[src/rtl/bus_dev_fifo.sv]
// Device-side bus endpoint: FWFT transmit FIFO toward the bus and a destination-filtered receive capture.
// Optional macro BUS_DEV_FIFO_RX_FILTER_EN enables the RX destination filter; undefined accepts every push.
module bus_dev_fifo #(
  parameter int          pckg_sz   = 16,
  parameter int          depth     = 8,
  parameter logic [7:0]  dev_id    = 8'h00,
  parameter logic [7:0]  broadcast = 8'hFF
) (
  input  logic                   clk,
  input  logic                   reset,
  input  logic                   tx_push,
  input  logic [pckg_sz-1:0]     tx_data,
  output logic                   tx_full,
  output logic                   pndng,
  output logic [pckg_sz-1:0]     D_pop,
  input  logic                   pop,
  input  logic                   push,
  input  logic [pckg_sz-1:0]     D_push,
  output logic                   rx_valid,
  output logic [pckg_sz-1:0]     rx_data,
  output logic [$clog2(depth):0] tx_count,
  output logic                   ovf,
  output logic                   udf
);

  localparam int            AW       = $clog2(depth);
  localparam logic [AW:0]   FULL_CNT = (AW+1)'(depth);

`ifdef BUS_DEV_FIFO_RX_FILTER_EN
  localparam bit RX_FILTER = 1'b1;
`else
  localparam bit RX_FILTER = 1'b0;
`endif

  logic [pckg_sz-1:0] r_mem [depth];
  logic [AW-1:0]      r_wr_ptr;
  logic [AW-1:0]      r_rd_ptr;
  logic [AW:0]        r_count;
  logic               r_ovf;
  logic               r_udf;
  logic               r_rx_valid;
  logic [pckg_sz-1:0] r_rx_data;

  logic               w_empty;
  logic               w_full;
  logic               w_do_pop;
  logic               w_do_push;
  logic [7:0]         w_dest;
  logic               w_dest_match;
  logic               w_rx_accept;

  assign w_empty   = (r_count == '0);
  assign w_full    = (r_count == FULL_CNT);
  // At full, a simultaneous pop frees the slot the write lands in.
  assign w_do_pop  = pop && !w_empty;
  assign w_do_push = tx_push && (!w_full || w_do_pop);

  assign w_dest       = D_push[pckg_sz-1 -: 8];
  assign w_dest_match = (w_dest == dev_id) || (w_dest == broadcast);
  assign w_rx_accept  = push && (!RX_FILTER || w_dest_match);

  // NOTE: sequential state uses non-blocking assignments so every register
  // samples the pre-edge values, independent of block ordering.
  always_ff @(posedge clk or negedge reset) begin
    if (!reset) begin
      r_wr_ptr <= '0;
      r_rd_ptr <= '0;
      r_count  <= '0;
      r_ovf    <= 1'b0;
      r_udf    <= 1'b0;
    end else begin
      if (w_do_push) r_wr_ptr <= r_wr_ptr + AW'(1);
      if (w_do_pop)  r_rd_ptr <= r_rd_ptr + AW'(1);
      case ({w_do_push, w_do_pop})
        2'b10:   r_count <= r_count + (AW+1)'(1);
        2'b01:   r_count <= r_count - (AW+1)'(1);
        default: r_count <= r_count;
      endcase
      if (tx_push && !w_do_push) r_ovf <= 1'b1;
      if (pop && w_empty)        r_udf <= 1'b1;
    end
  end

  // NOTE: storage has no reset; its contents are never observed while the
  // FIFO is empty, so clearing it would only cost reset fan-out.
  always_ff @(posedge clk) begin
    if (w_do_push) r_mem[r_wr_ptr] <= tx_data;
  end

  always_ff @(posedge clk or negedge reset) begin
    if (!reset) begin
      r_rx_valid <= 1'b0;
      r_rx_data  <= '0;
    end else begin
      r_rx_valid <= w_rx_accept;
      if (w_rx_accept) r_rx_data <= D_push;
    end
  end

  // Head is masked while empty so D_pop reads zero out of reset.
  assign D_pop    = w_empty ? '0 : r_mem[r_rd_ptr];
  assign pndng    = !w_empty;
  assign tx_full  = w_full;
  assign tx_count = r_count;
  assign ovf      = r_ovf;
  assign udf      = r_udf;
  assign rx_valid = r_rx_valid;
  assign rx_data  = r_rx_data;

endmodule

[config.mk]
export PLATFORM = sky130hd
export DESIGN_NAME = bus_dev_fifo
export DESIGN_NICKNAME = d
export VERILOG_FILES = /design/src/rtl/bus_dev_fifo.sv
export SDC_FILE = /design/constraint.sdc
export NUM_CORES = 1
export LEC_CHECK = 0
export ABC_CLOCK_PERIOD_IN_PS = 2980
export CAP_MARGIN = 30
export CORE_UTILIZATION = 40
export DETAILED_ROUTE_END_ITERATION = 10
export SYNTH_ARGS = -nofsm -noshare
export SYNTH_HDL_FRONTEND = slang
export SYNTH_SLANG_ARGS = --single-unit
[constraint.sdc]
create_clock -name clk -period 2.98 [get_ports clk]
set_input_delay 0.447 -clock clk [delete_from_list [all_inputs] [get_ports clk]]
set_output_delay 0.447 -clock clk [all_outputs]
set_load 0.1 [all_outputs]
==> summary.md <==
| Metric | Value |
|---|---|
| Status | completed |
| Initial antenna violation count | 0 |
| CP startpoint kind | register |
| Register area share after synthesis | 0.733 |
| Crit. End Element | output pin |
| Worst Max-Slew Pin Slew | 0.727 ns |
| Clk slew on worst S/H paths | 0.06 ns |
| Final worst-path cycle share | 0.899 |
| H-tree Lvls | 4 |
| Clock skew | 0.00904 ns |
| Final #Nets | 452 |
| YS warnings | 0 |
| Post-synth top flop | edfxtp_1 |
| R2R Path End | tx_count[3]$_DFFE_PN0P_ |
| Number of synthesized flops with an enable pin | 128 |
| GR Overflow Total | 0 |
| Most frequent cells in the layout | edfxtp_1 (128), buf_4 (41), clkdlybuf4s50_1 (36) |
| # clock sinks | 157 |
| Worst Path Max Fanout | 10 |
| Synthesized Nets | 354 |
| Crit-path cells | buf_4 -> mux4_2 -> mux2i_1 -> nor2_1 -> buf_12 |
| Synth unique cells | 37 |
| Via count | 3107 |
| Die area | 16100 um2 |
| Area grow syn2layout | 27.8% |
| Later-pin clock latency in the skew report | 0.42 ns |
| Initial drt markers | 174 |
| 1st-pass router iterations | 4 |
| Number of fill cells in the layout | 1220 |
| GPL Wtd Cong | 0.745 |
| WP data required | 2.53 ns |
| Reg2reg start | tx_count[2]$_DFFE_PN0P_ |
| #FFs+latches synth | 157 |
| Commonest non-fill, non-tap cell in the layout | edfxtp_1 |
| Worst R2R Path Depth | 9 |
| TritonCTS clock tree | built |
| # setup viols final | 0 |
| Share of cells above drive strength 1 | 0.355 |
| Buffers on Ports | 77 |
| Largest net degree at the start of global routing | 35 |
| Critical path type | register to output pin |
| Routed wire length | 12.0 mm |
| Via/cell ratio | 5.09 |
| Cell Area, Synth | 6230 um2 |
| DRC | 0 |
| Antenna cells | 0 |
| FMAX | 373 MHz |
| Die Width | 127 um |
| Number of buffers and inverters on the critical path | 2 |
| # IOs | 78 |
| Share of the synthesized area in the top cell type | 0.616 |
| Hold WC Path Type | primary input to asynchronous set/reset pin |
| Wire per inst | 19.6 um |
| Hold Vio Cnt, Final | 0 |
| Die extent in y | 127 um |
| Worst path arrival time | 2.23 ns |
| Total Routing Usage GR | 0.164 |
| Async SR Flop Fraction | 0.185 |
| First-pass GRT wire length | 18.9 mm |
| Dpl ws | 0.290 ns |
| Post-route minimum period | 2.68 ns |
| Slew HR | 0.514 |
| Max capacitance violation total | 0 |
| Area taken by multi-input logic gates | 1570 um2 |
| Unrepaired setup endpoints after global routing | false |
| Slew Limit Fails | 0 |
| Post-synth top area cell | edfxtp_1 |
| CP delay by family, top | multiplexers |
| Routed Antenna Nets | 0 |
| Avg Cell Area, Syn | 20.0 um2 |
| Cts repair resizes | 0 |
| Largest stage delay, worst path | 0.59 ns |
| Total CTS buffers | 17 |
| Vias in the first global route | 3420 |
| Core area | 15200 um2 |
| Post-CTS setup buffer count | 0 |
| Rows | 45 |
| CTS Root Buffer Type | clkbuf_16 |
| CP max-delay cell | dfrtp_2 |
| Count of hold-fix buffers inserted at cts | 0 |
| Register area | 4570 um2 |
| Fin worst setup slack | 0.300 ns |
| Initial core utilization | 0.410 |
| Post-Synthesis Cells | 312 |
| Register-to-register setup slack | 0.40 ns |
| Synth area leaders | edfxtp_1 (62%), dfrtp_1 (12%), mux4_2 (12%) |
| Dpl hpwl | 7.16 mm |
| Clock Tree Buf Depth | 2 |
layer usage:
layer  up-vias  part of all wire  GRT usage
met1      1565              0.44      0.206
li1       1427                 -          -
met4         0             0.012     0.0672
met2       102              0.49      0.271
met5         -                 0          0
met3        13             0.054     0.0443
area by class of cell:
class,count,area share
Clock buffer,17,0.0534
Clock inverter,15,0.0149
Inverter,6,0.00283
Multi-Input combinational cell,133,0.196
Sequential cell,157,0.574
Tap cell,188,0.0295
Timing Repair Buffer,95,0.129
Yosys cell counts (2+ instances only):
| master | n |
|---|---|
| inv_1 | 5 |
| buf_2 | 6 |
| mux4_2 | 32 |
| dfrtp_1 | 29 |
| clkbuf_1 | 4 |
| nand2b_1 | 4 |
| or3_1 | 2 |
| xnor2_1 | 5 |
| nor3_1 | 2 |
| edfxtp_1 | 128 |
| buf_4 | 3 |
| xor2_1 | 2 |
| ha_1 | 4 |
| nor2_1 | 23 |
| nand2_1 | 5 |
| mux2_4 | 2 |
| nand3_1 | 3 |
| mux2i_1 | 17 |
| mux2_2 | 18 |
cells by family (layout without fill, tap and decap cells):
group | Yosys count | in the layout | share of synthesized area
and+or+nand+nor | 43 | 43 | 0.0325
muxes | 70 | 70 | 0.182
buffers and inverters | 22 | 133 | 0.0177
AOI/OAI and AO/OA | 8 | 8 | 0.0138
xor gates and xnor gates | 7 | 7 | 0.00983
adders and majority gates | 5 | 5 | 0.0112
DFF | 157 | 157 | 0.733
registers in the layout, indices dropped and copies added (netlist names):
name,cells
r_wr_ptr,3
tx_count,4
rx_valid,1
r_rd_ptr,3
ovf,1
udf,1
rx_data,16
r_mem,128
worst max-delay path by stage:
stage,startpoint,endpoint,slack (ns),cells after the start
final,r_rd_ptr[0]$_DFFE_PN0P_,D_pop[2],0.30,5
after global placement,pop,tx_count[3]$_DFFE_PN0P_,0.30,9
after global routing,r_rd_ptr[0]$_DFFE_PN0P_,D_pop[2],0.17,5
after CTS,r_rd_ptr[0]$_DFFE_PN0P_,D_pop[2],0.25,5
after floorplan,tx_count[2]$_DFFE_PN0P_,D_pop[10],-0.32,5
after detailed placement,pop,tx_count[3]$_DFFE_PN0P_,0.29,9
metrics by stage:
| stage | hold slack, ns | setup TNS, ns | util | std cells | instance area, um2 |
|---|---|---|---|---|---|
| after floorplan | 0.151 | -4.32 | - | 312 | 6240 |
| after global placement | 0.448 | 0 | 0.488 | 579 | 7420 |
| after detailed placement | 0.470 | 0 | 0.488 | 579 | 7420 |
| after CTS | 0.470 | 0 | 0.524 | 611 | 7970 |
| after global routing | 0.490 | 0 | 0.524 | 611 | 7970 |
| final | 0.458 | 0 | 0.524 | 611 | 7970 |
Power is not shown: default switching activity piles up to over one toggle a cycle in this logic, so the estimate is an artifact.
